### config.mk
export PLATFORM = sky130hd
export DESIGN_NAME = dcache_assoc_flat
export DESIGN_NICKNAME = d
export VERILOG_FILES = /design/src/rtl/xentry_pkg.sv /design/src/rtl/dcache_assoc_if.sv /design/src/rtl/dcache_assoc.sv /design/src/flat_wrapper.sv
export SDC_FILE = /design/constraint.sdc
export NUM_CORES = 2
export LEC_CHECK = 0
export CAP_MARGIN = 0
export CORE_ASPECT_RATIO = 0.75
export CORE_MARGIN = 2
export CORE_UTILIZATION = 30
export CTS_CLUSTER_SIZE = 24
export DETAILED_ROUTE_END_ITERATION = 6
export PLACE_DENSITY = 0.5
export SLEW_MARGIN = 10
export SYNTH_ARGS = -nofsm -noshare
export SYNTH_HDL_FRONTEND = slang
export SYNTH_SLANG_ARGS = --single-unit
export TNS_END_PERCENT = 30
### constraint.sdc
create_clock -name clk -period 14.8 [get_ports clk]
set_input_delay 2.96 -clock clk [delete_from_list [all_inputs] [get_ports clk]]
set_output_delay 2.96 -clock clk [all_outputs]
set_load 0.03 [all_outputs]
### src/rtl/xentry_pkg.sv
// xentry_pkg: memory operation encodings shared by the load/store path and the L1 data cache.
// Latency: n/a (types only).
// Backpressure: n/a.
package xentry_pkg;

   typedef enum logic [1:0] {
      BYTE = 2'd0,
      HALF = 2'd1,
      WORD = 2'd2
   } memory_operation_size_e;

   typedef enum logic {
      LOAD  = 1'b0,
      STORE = 1'b1
   } memory_operation_e;

endpackage

### src/rtl/dcache_assoc_if.sv
// dcache_assoc_if: pipeline request/response and L2 beat signals of the L1 data cache.
// Latency: n/a (wiring only).
// Backpressure: pipe side via pipe_req_ready; L2 side holds each beat until l2_word_valid.
// Modports: slave = the cache, master = load/store unit plus L2 seen as one requester/responder.
interface dcache_assoc_if #(
   parameter int XLEN = 32
);
   import xentry_pkg::*;

   logic [XLEN-1:0]        pipe_req_address;
   memory_operation_size_e pipe_req_size;
   memory_operation_e      pipe_req_type;
   logic [XLEN-1:0]        pipe_req_wdata;
   logic                   pipe_req_valid;
   logic                   pipe_req_ready;
   logic [XLEN-1:0]        pipe_word;
   logic                   pipe_word_valid;
   logic [XLEN-1:0]        l2_address;
   logic                   l2_access;
   logic                   l2_write;
   logic [XLEN-1:0]        l2_wdata;
   logic [XLEN-1:0]        l2_word;
   logic                   l2_word_valid;

   modport slave (
      input  pipe_req_address, pipe_req_size, pipe_req_type, pipe_req_wdata, pipe_req_valid,
      input  l2_word, l2_word_valid,
      output pipe_req_ready, pipe_word, pipe_word_valid,
      output l2_address, l2_access, l2_write, l2_wdata
   );

   modport master (
      output pipe_req_address, pipe_req_size, pipe_req_type, pipe_req_wdata, pipe_req_valid,
      output l2_word, l2_word_valid,
      input  pipe_req_ready, pipe_word, pipe_word_valid,
      input  l2_address, l2_access, l2_write, l2_wdata
   );
endinterface

### src/rtl/dcache_assoc.sv
// dcache_assoc: N-way set-associative write-back/write-allocate L1 data cache with true LRU.
// Latency: hit = 2 cycles accept-to-pipe_word_valid; miss adds BEATS refill beats (plus BEATS writeback beats if victim dirty).
// Backpressure: one request in flight, pipe_req_ready only in IDLE; each L2 beat is held until l2_word_valid.
// Ports: clk, reset_n (async active-low), bus (dcache_assoc_if.slave: pipe request/response + L2 beats).
// Optional: define DCACHE_PERF_COUNTERS_EN to add saturating perf_hits/perf_misses outputs.
module dcache_assoc
   import xentry_pkg::*;
#(
   parameter int LINE_SIZE  = 16,
   parameter int CACHE_SIZE = 256,
   parameter int WAYS       = 2,
   parameter int XLEN       = 32
) (
   input  logic        clk,
   input  logic        reset_n,
`ifdef DCACHE_PERF_COUNTERS_EN
   output logic [31:0] perf_hits,
   output logic [31:0] perf_misses,
`endif
   dcache_assoc_if.slave bus
);
   localparam int SETS   = CACHE_SIZE / (LINE_SIZE * WAYS);
   localparam int WBYTES = XLEN / 8;
   localparam int BEATS  = LINE_SIZE / WBYTES;
   localparam int OFF_W  = $clog2(LINE_SIZE);
   localparam int SBITS  = $clog2(SETS);
   localparam int IDX_W  = (SETS > 1) ? SBITS : 1;
   localparam int TAG_W  = XLEN - OFF_W - SBITS;
   localparam int LANE_W = $clog2(WBYTES);
   localparam int BEAT_W = (BEATS > 1) ? $clog2(BEATS) : 1;
   localparam int WAY_W  = (WAYS > 1) ? $clog2(WAYS) : 1;

   typedef enum logic [2:0] {IDLE, LOOKUP, WRITEBACK, REFILL, RESPOND} state_e;
   state_e state_q, state_d;

   logic [XLEN-1:0]        req_addr_q, req_wdata_q, rdata_q;
   memory_operation_size_e req_size_q;
   memory_operation_e      req_type_q;
   logic                   retry_q;
   logic [WAY_W-1:0]       victim_q;
   logic [BEAT_W-1:0]      beat_q;

   logic [XLEN-1:0]  data_q  [WAYS][SETS][BEATS];
   logic [TAG_W-1:0] tag_q   [WAYS][SETS];
   logic [WAYS-1:0]  valid_q [SETS];
   logic [WAYS-1:0]  dirty_q [SETS];
   // Per-way recency age: 0 = most recent, WAYS-1 = LRU once every way has been touched.
   logic [WAY_W-1:0] age_q   [SETS][WAYS];

   logic [IDX_W-1:0]  idx;
   logic [TAG_W-1:0]  tag;
   logic [BEAT_W-1:0] beat;
   logic [LANE_W-1:0] lane, sh;
   logic [WBYTES-1:0] be;
   logic [XLEN-1:0]   cur_word, load_data, store_word, wdata_sh, mask, beat_off;
   logic              hit, last_beat, victim_dirty;
   logic [WAY_W-1:0]  hit_way, victim;

   assign idx       = IDX_W'((req_addr_q >> OFF_W) % SETS);
   assign tag       = TAG_W'(req_addr_q >> (OFF_W + SBITS));
   assign beat      = BEAT_W'((req_addr_q >> LANE_W) % BEATS);
   assign lane      = LANE_W'(req_addr_q % WBYTES);
   assign last_beat = (beat_q == BEAT_W'(BEATS - 1));
   assign beat_off  = XLEN'(beat_q) << LANE_W;

   always_comb begin
      hit     = 1'b0;
      hit_way = '0;
      victim  = '0;
      for (int w = WAYS - 1; w >= 0; w--) begin
         if (valid_q[idx][w] && tag_q[w][idx] == tag) begin
            hit     = 1'b1;
            hit_way = WAY_W'(w);
         end
      end
      // LRU way first, then any invalid way overrides it; descending loops leave the lowest index.
      for (int w = WAYS - 1; w >= 0; w--)
         if (age_q[idx][w] == WAY_W'(WAYS - 1)) victim = WAY_W'(w);
      for (int w = WAYS - 1; w >= 0; w--)
         if (!valid_q[idx][w]) victim = WAY_W'(w);
      victim_dirty = valid_q[idx][victim] && dirty_q[idx][victim];
   end

   // Misaligned HALF/WORD accesses are forced aligned by dropping the low lane bits.
   always_comb begin
      cur_word = data_q[hit_way][idx][beat];
      case (req_size_q)
         BYTE: begin
            sh   = lane;
            be   = WBYTES'(1) << lane;
            mask = XLEN'(8'hFF);
         end
         HALF: begin
            sh   = lane & ~LANE_W'(1);
            be   = WBYTES'(3) << (lane & ~LANE_W'(1));
            mask = XLEN'(16'hFFFF);
         end
         default: begin
            sh   = '0;
            be   = '1;
            mask = '1;
         end
      endcase
      load_data  = (cur_word >> {sh, 3'b000}) & mask;
      wdata_sh   = req_wdata_q << {sh, 3'b000};
      store_word = cur_word;
      for (int b = 0; b < WBYTES; b++)
         if (be[b]) store_word[b*8 +: 8] = wdata_sh[b*8 +: 8];
   end

   always_comb begin
      state_d = state_q;
      case (state_q)
         IDLE:      if (bus.pipe_req_valid) state_d = LOOKUP;
         LOOKUP:    state_d = hit ? RESPOND : (victim_dirty ? WRITEBACK : REFILL);
         WRITEBACK: if (bus.l2_word_valid && last_beat) state_d = REFILL;
         REFILL:    if (bus.l2_word_valid && last_beat) state_d = LOOKUP;
         RESPOND:   state_d = IDLE;
         default:   state_d = IDLE;
      endcase
   end

   always_ff @(posedge clk or negedge reset_n) begin
      if (!reset_n) begin
         state_q     <= IDLE;
         req_addr_q  <= '0;
         req_wdata_q <= '0;
         req_size_q  <= WORD;
         req_type_q  <= LOAD;
         retry_q     <= 1'b0;
         victim_q    <= '0;
         beat_q      <= '0;
         rdata_q     <= '0;
         for (int s = 0; s < SETS; s++) begin
            valid_q[s] <= '0;
            dirty_q[s] <= '0;
            for (int w = 0; w < WAYS; w++) age_q[s][w] <= '0;
         end
      end else begin
         state_q <= state_d;
         case (state_q)
            IDLE: if (bus.pipe_req_valid) begin
               req_addr_q  <= bus.pipe_req_address;
               req_wdata_q <= bus.pipe_req_wdata;
               req_size_q  <= bus.pipe_req_size;
               req_type_q  <= bus.pipe_req_type;
               retry_q     <= 1'b0;
            end
            LOOKUP: if (hit) begin
               rdata_q <= (req_type_q == STORE) ? '0 : load_data;
               if (req_type_q == STORE) dirty_q[idx][hit_way] <= 1'b1;
               for (int w = 0; w < WAYS; w++) begin
                  if (WAY_W'(w) == hit_way)
                     age_q[idx][w] <= '0;
                  else if (age_q[idx][w] <= age_q[idx][hit_way] && age_q[idx][w] != WAY_W'(WAYS - 1))
                     age_q[idx][w] <= age_q[idx][w] + 1'b1;
               end
            end else begin
               victim_q <= victim;
               beat_q   <= '0;
            end
            WRITEBACK: if (bus.l2_word_valid) beat_q <= last_beat ? '0 : beat_q + 1'b1;
            REFILL: if (bus.l2_word_valid) begin
               beat_q <= last_beat ? '0 : beat_q + 1'b1;
               if (last_beat) begin
                  valid_q[idx][victim_q] <= 1'b1;
                  dirty_q[idx][victim_q] <= 1'b0;
                  retry_q                <= 1'b1;
               end
            end
            default: ;
         endcase
      end
   end

   // Line storage carries no reset: the valid bits alone decide what is live.
   always_ff @(posedge clk) begin
      if (state_q == LOOKUP && hit && req_type_q == STORE)
         data_q[hit_way][idx][beat] <= store_word;
      if (state_q == REFILL && bus.l2_word_valid) begin
         data_q[victim_q][idx][beat_q] <= bus.l2_word;
         if (last_beat) tag_q[victim_q][idx] <= tag;
      end
   end

   assign bus.pipe_req_ready  = (state_q == IDLE);
   assign bus.pipe_word_valid = (state_q == RESPOND);
   assign bus.pipe_word       = (state_q == RESPOND) ? rdata_q : '0;
   // Beat outputs decode straight from state so they fall with an asynchronous reset.
   assign bus.l2_access  = (state_q == WRITEBACK) || (state_q == REFILL);
   assign bus.l2_write   = (state_q == WRITEBACK);
   assign bus.l2_wdata   = (state_q == WRITEBACK) ? data_q[victim_q][idx][beat_q] : '0;
   assign bus.l2_address = (state_q == WRITEBACK) ?
                              ((XLEN'(tag_q[victim_q][idx]) << (OFF_W + SBITS)) | (XLEN'(idx) << OFF_W) | beat_off) :
                           (state_q == REFILL) ?
                              ((req_addr_q & ~XLEN'(LINE_SIZE - 1)) | beat_off) : '0;

`ifdef DCACHE_PERF_COUNTERS_EN
   always_ff @(posedge clk or negedge reset_n) begin
      if (!reset_n) begin
         perf_hits   <= '0;
         perf_misses <= '0;
      end else if (state_q == LOOKUP) begin
         if (hit && !retry_q && perf_hits != '1) perf_hits <= perf_hits + 1'b1;
         if (!hit && perf_misses != '1) perf_misses <= perf_misses + 1'b1;
      end
   end
`endif

endmodule

### src/flat_wrapper.sv
// flat-port wrapper written by rule: the top's interface ports become plain ports
module dcache_assoc_flat import xentry_pkg::*;
#(
   parameter int LINE_SIZE  = 16,
   parameter int CACHE_SIZE = 256,
   parameter int WAYS       = 2,
   parameter int XLEN       = 32
)
  (clk, reset_n, bus_pipe_req_address, bus_pipe_req_size, bus_pipe_req_type, bus_pipe_req_wdata, bus_pipe_req_valid, bus_l2_word, bus_l2_word_valid, bus_pipe_req_ready, bus_pipe_word, bus_pipe_word_valid, bus_l2_address, bus_l2_access, bus_l2_write, bus_l2_wdata);
  dcache_assoc_if #(.XLEN(XLEN)) bus_i ();
  input  logic clk;
  input  logic reset_n;
  input wire logic [$bits(bus_i.pipe_req_address)-1:0] bus_pipe_req_address;
  input wire logic [$bits(bus_i.pipe_req_size)-1:0] bus_pipe_req_size;
  input wire logic [$bits(bus_i.pipe_req_type)-1:0] bus_pipe_req_type;
  input wire logic [$bits(bus_i.pipe_req_wdata)-1:0] bus_pipe_req_wdata;
  input wire logic [$bits(bus_i.pipe_req_valid)-1:0] bus_pipe_req_valid;
  input wire logic [$bits(bus_i.l2_word)-1:0] bus_l2_word;
  input wire logic [$bits(bus_i.l2_word_valid)-1:0] bus_l2_word_valid;
  output wire logic [$bits(bus_i.pipe_req_ready)-1:0] bus_pipe_req_ready;
  output wire logic [$bits(bus_i.pipe_word)-1:0] bus_pipe_word;
  output wire logic [$bits(bus_i.pipe_word_valid)-1:0] bus_pipe_word_valid;
  output wire logic [$bits(bus_i.l2_address)-1:0] bus_l2_address;
  output wire logic [$bits(bus_i.l2_access)-1:0] bus_l2_access;
  output wire logic [$bits(bus_i.l2_write)-1:0] bus_l2_write;
  output wire logic [$bits(bus_i.l2_wdata)-1:0] bus_l2_wdata;
  assign bus_i.pipe_req_address = bus_pipe_req_address;
  assign bus_i.pipe_req_size = bus_pipe_req_size;
  assign bus_i.pipe_req_type = bus_pipe_req_type;
  assign bus_i.pipe_req_wdata = bus_pipe_req_wdata;
  assign bus_i.pipe_req_valid = bus_pipe_req_valid;
  assign bus_i.l2_word = bus_l2_word;
  assign bus_i.l2_word_valid = bus_l2_word_valid;
  assign bus_pipe_req_ready = bus_i.pipe_req_ready;
  assign bus_pipe_word = bus_i.pipe_word;
  assign bus_pipe_word_valid = bus_i.pipe_word_valid;
  assign bus_l2_address = bus_i.l2_address;
  assign bus_l2_access = bus_i.l2_access;
  assign bus_l2_write = bus_i.l2_write;
  assign bus_l2_wdata = bus_i.l2_wdata;
  dcache_assoc #(.LINE_SIZE(LINE_SIZE), .CACHE_SIZE(CACHE_SIZE), .WAYS(WAYS), .XLEN(XLEN)) u_core (.clk(clk), .reset_n(reset_n), .bus(bus_i));
endmodule
==> qor.csv <==
metric,value,unit
period_needed,10520,ps
synth_top_flop_cell,edfxtp_1,
worst_slack,4280,ps
clk_latency,930,ps
dr.pass1.iters,7,
path_clk_slew,60,ps
intPower,18.7,mW
ant_nets,0,
p_sw_frac,0.431,
worstMarginPinSlew,1490,ps
regToRegSetupSlack,4710,ps
routabilityCongestion,0.908,
wl_per_cell,40.7,µm
yosys_warnings,0,
coreArea,407000,µm²
layout.cells.non_filler,14400,
reg2reg_from,u_core.req_addr_q[4],
timing.max_cap.violations,2,
hp-class,flop to flop,
final_nets,8793,
crit_path_end_kind,output pin,
path_buf_inv,5,
clockBufferDepth,4,
status,finished with violations,
ios,203,
yosysUniqueCellTypes,104,
multi_input_area,43000,µm²
seq_area,77400,µm²
die_area,413000,µm²
post_cts_buffers,0,
comb_power_share,0.437,
crit_family,buffers and inverters,
worstPathMaxFanout,81,
vias_per_cell,6.44,
min_to,u_core.valid_q[1],
nFillCells,38800,
path_cells,buf_4 > buf_12 > buf_4 > buf_4 > mux4_2 > mux2i_1 > o21ai_0 > a32oi_1 > nor2_1 > clkdlybuf4s50_1,
ir_drop,0.184,mV
cts_tree,yes,
grt_max_degree,132,
synth_seq_cells,2601,
placed_area,132000,µm²
critical_path_class,flop to output pin,
r2r_cells,20,
cts_hold_buf,0,
startpoint_type,flop,
pwr-share-seq,0.344,
io_buffer_count,200,
failed_checks,capacitance limit,
cts_sinks,2601,
p_switching,14.1,mW
fp-row-count,203,
dpl.cell_count,13800,
hold_start,u_core.valid_q[1],
fmax,95.1,MHz
dieHeight,557,µm
rr_endpoint,u_core.data_q[1][479],
crit_path_frequent_cell,buf_4,
clock_skew,85.0,ps
finalWirelength,584000,µm
p_leak,44.0,nW
worstPathArrival,7560,ps
grt_antenna_before_repair,53,
die_x,742,µm
rsz0062_at_grt,no,
syn-instance-count,8537,
ys_seq_area_frac,0.631,
power_density,232,nW/µm²
grt_pass1_vias,84600,
ctsResizeCount,0,
syn-cell-area,122000,µm²
final_cell_area,141000,µm²
syn_avg_cell_area,14.3,µm²
fin_crit_sh,0.711,
setup-tns-final,0,ps
vias,92400,
maxSlewViolCount,0,
place_ws,5070,ps
relSlewSlack,0.00227,
area_growth,15.3,%
dp_hpwl,343000,µm
cp.required,11840,ps
clockRootBuffer,clkbuf_16,
drt_iter0_drc,17800,
clkPwrFrac,0.219,
cts_buffers,292,
synth_edf_count,2448,
final-setup-viol-count,0,
cts_htree_levels,5,
hold_viol,0,
cpPeakStageDelay,820,ps
hold_depth,1,
grt-ovfl-total,0,
async_flop_share,0.0588,
start_util,0.301,
drcViolationCount,0,
drive_above_1_share,0.185,
grt_pass1_wl,773000,µm
grt_usage,0.272,
crit_path_top_delay_cell,buf_4,
-- layout make-up --
| type | instances | area share |
|---|---|---|
| antenna | 18 | 0.000319 |
| multi-input combinational | 5215 | 0.304 |
| tap | 5432 | 0.0481 |
| sequential | 2601 | 0.548 |
| clock inverter | 134 | 0.00757 |
| clock buffer | 382 | 0.0565 |
| timing repair buffer | 554 | 0.0350 |
| inverter | 22 | 0.000655 |
-- cell families after synthesis --
logic type,Yosys count,synth area share
buffers and inverters,722,0.0278
multiplexers,1469,0.172
other,1,0.0000306
adder cells (fa/ha/maj),4,0.000409
AO/OA/AOI/OAI,1689,0.0922
XOR/XNOR,22,0.00157
AND/OR/NAND/NOR,2029,0.0748
flip-flops,2601,0.631
-- cells in the final DEF, fill, tap and decap left out, types with 34 or more instances in the layout --
cell	synthesis	final
nand3_1	264	264
a211oi_1	74	72
mux2i_1	804	803
clkdlybuf4s50_1	0	199
o21ai_0	252	245
buf_4	71	332
nor4_1	86	86
a22oi_1	150	150
and3_1	47	45
o221ai_1	55	55
and2_1	39	37
mux4_2	489	489
nor2_1	405	308
nand4_1	67	67
a221oi_1	35	34
nor2_4	0	92
o22ai_1	323	322
edfxtp_1	2448	2448
mux2_2	172	172
clkbuf_1	377	69
clkinv_1	1	50
a21oi_1	328	313
a31oi_1	117	114
clkbuf_16	0	303
clkinv_2	0	48
nand2_1	910	897
dfrtp_1	152	144
nor3_1	86	86
-- Yosys cell counts (74+ instances only) --
cell,count,share of area
edfxtp_1,2448,0.60
clkbuf_1,377,0.012
o22ai_1,323,0.016
a21oi_1,328,0.013
dfrtp_1,152,0.031
mux4_2,489,0.090
nor4_1,86,0.0044
a22oi_1,150,0.0092
buf_1,140,0.0043
a211oi_1,74,0.0045
nand3_1,264,0.011
nor2_1,405,0.012
buf_2,74,0.0030
o21ai_0,252,0.010
a31oi_1,117,0.0060
mux2i_1,804,0.066
mux2_2,172,0.016
nand2_1,910,0.028
nor3_1,86,0.0035
-- worst max-delay path by stage --
stage                               startpoint                endpoint  slack [ps]  depth (start not counted)
after CTS                 u_core.req_addr_q[4]         bus_l2_wdata[6]        4410                         10
after global placement    u_core.req_addr_q[4]   u_core.data_q[1][485]        4600                         19
after detailed placement  u_core.req_addr_q[4]   u_core.data_q[1][101]        5070                         19
final                     u_core.req_addr_q[4]         bus_l2_wdata[6]        4280                         10
after floorplan           u_core.req_addr_q[4]  u_core.data_q[0][1008]        5600                         22
after global routing      u_core.req_addr_q[4]         bus_l2_wdata[6]        4370                         10
-- registers in the layout, indices dropped and copies added (netlist names) --
name / count
u_core.req_type_q: 1
u_core.dirty_q: 16
u_core.data_q: 2048
u_core.valid_q: 16
u_core.req_wdata_q: 32
u_core.age_q: 16
u_core.beat_q: 2
u_core.victim_q: 1
u_core.req_size_q: 2
u_core.req_addr_q: 32
u_core.rdata_q: 32
u_core.state_q: 3
u_core.tag_q: 400
-- metal layers --
metal,up-vias,share of wire,GRT usage
met5,-,0.00062,0
met4,36,0.052,0.122
met3,1469,0.15,0.101
met2,8256,0.40,0.377
met1,48200,0.39,0.377
li1,34500,-,-
-- metrics by stage --
stage / total power, mW / utilization / hold WS [ps]
after detailed placement: 25.2 / 0.325 / 451
after CTS: 32.2 / 0.347 / 465
after floorplan: 18.4 / - / 434
final: 32.8 / 0.347 / 467
after global routing: 33.3 / 0.347 / 479
after global placement: 25.0 / 0.324 / 449
-- power groups by stage --
stage,sequential [mW],clock (mW),combinational (mW)
5_1_grt,11.3,7.46,14.6
3_5_place_dp,11.4,0,13.8
2_1_floorplan,11.3,0,7.11
3_3_place_gp,11.4,0,13.6
6_report,11.3,7.17,14.3
4_1_cts,11.3,7.19,13.8
Note: power is estimated with default switching activity, not from simulation.
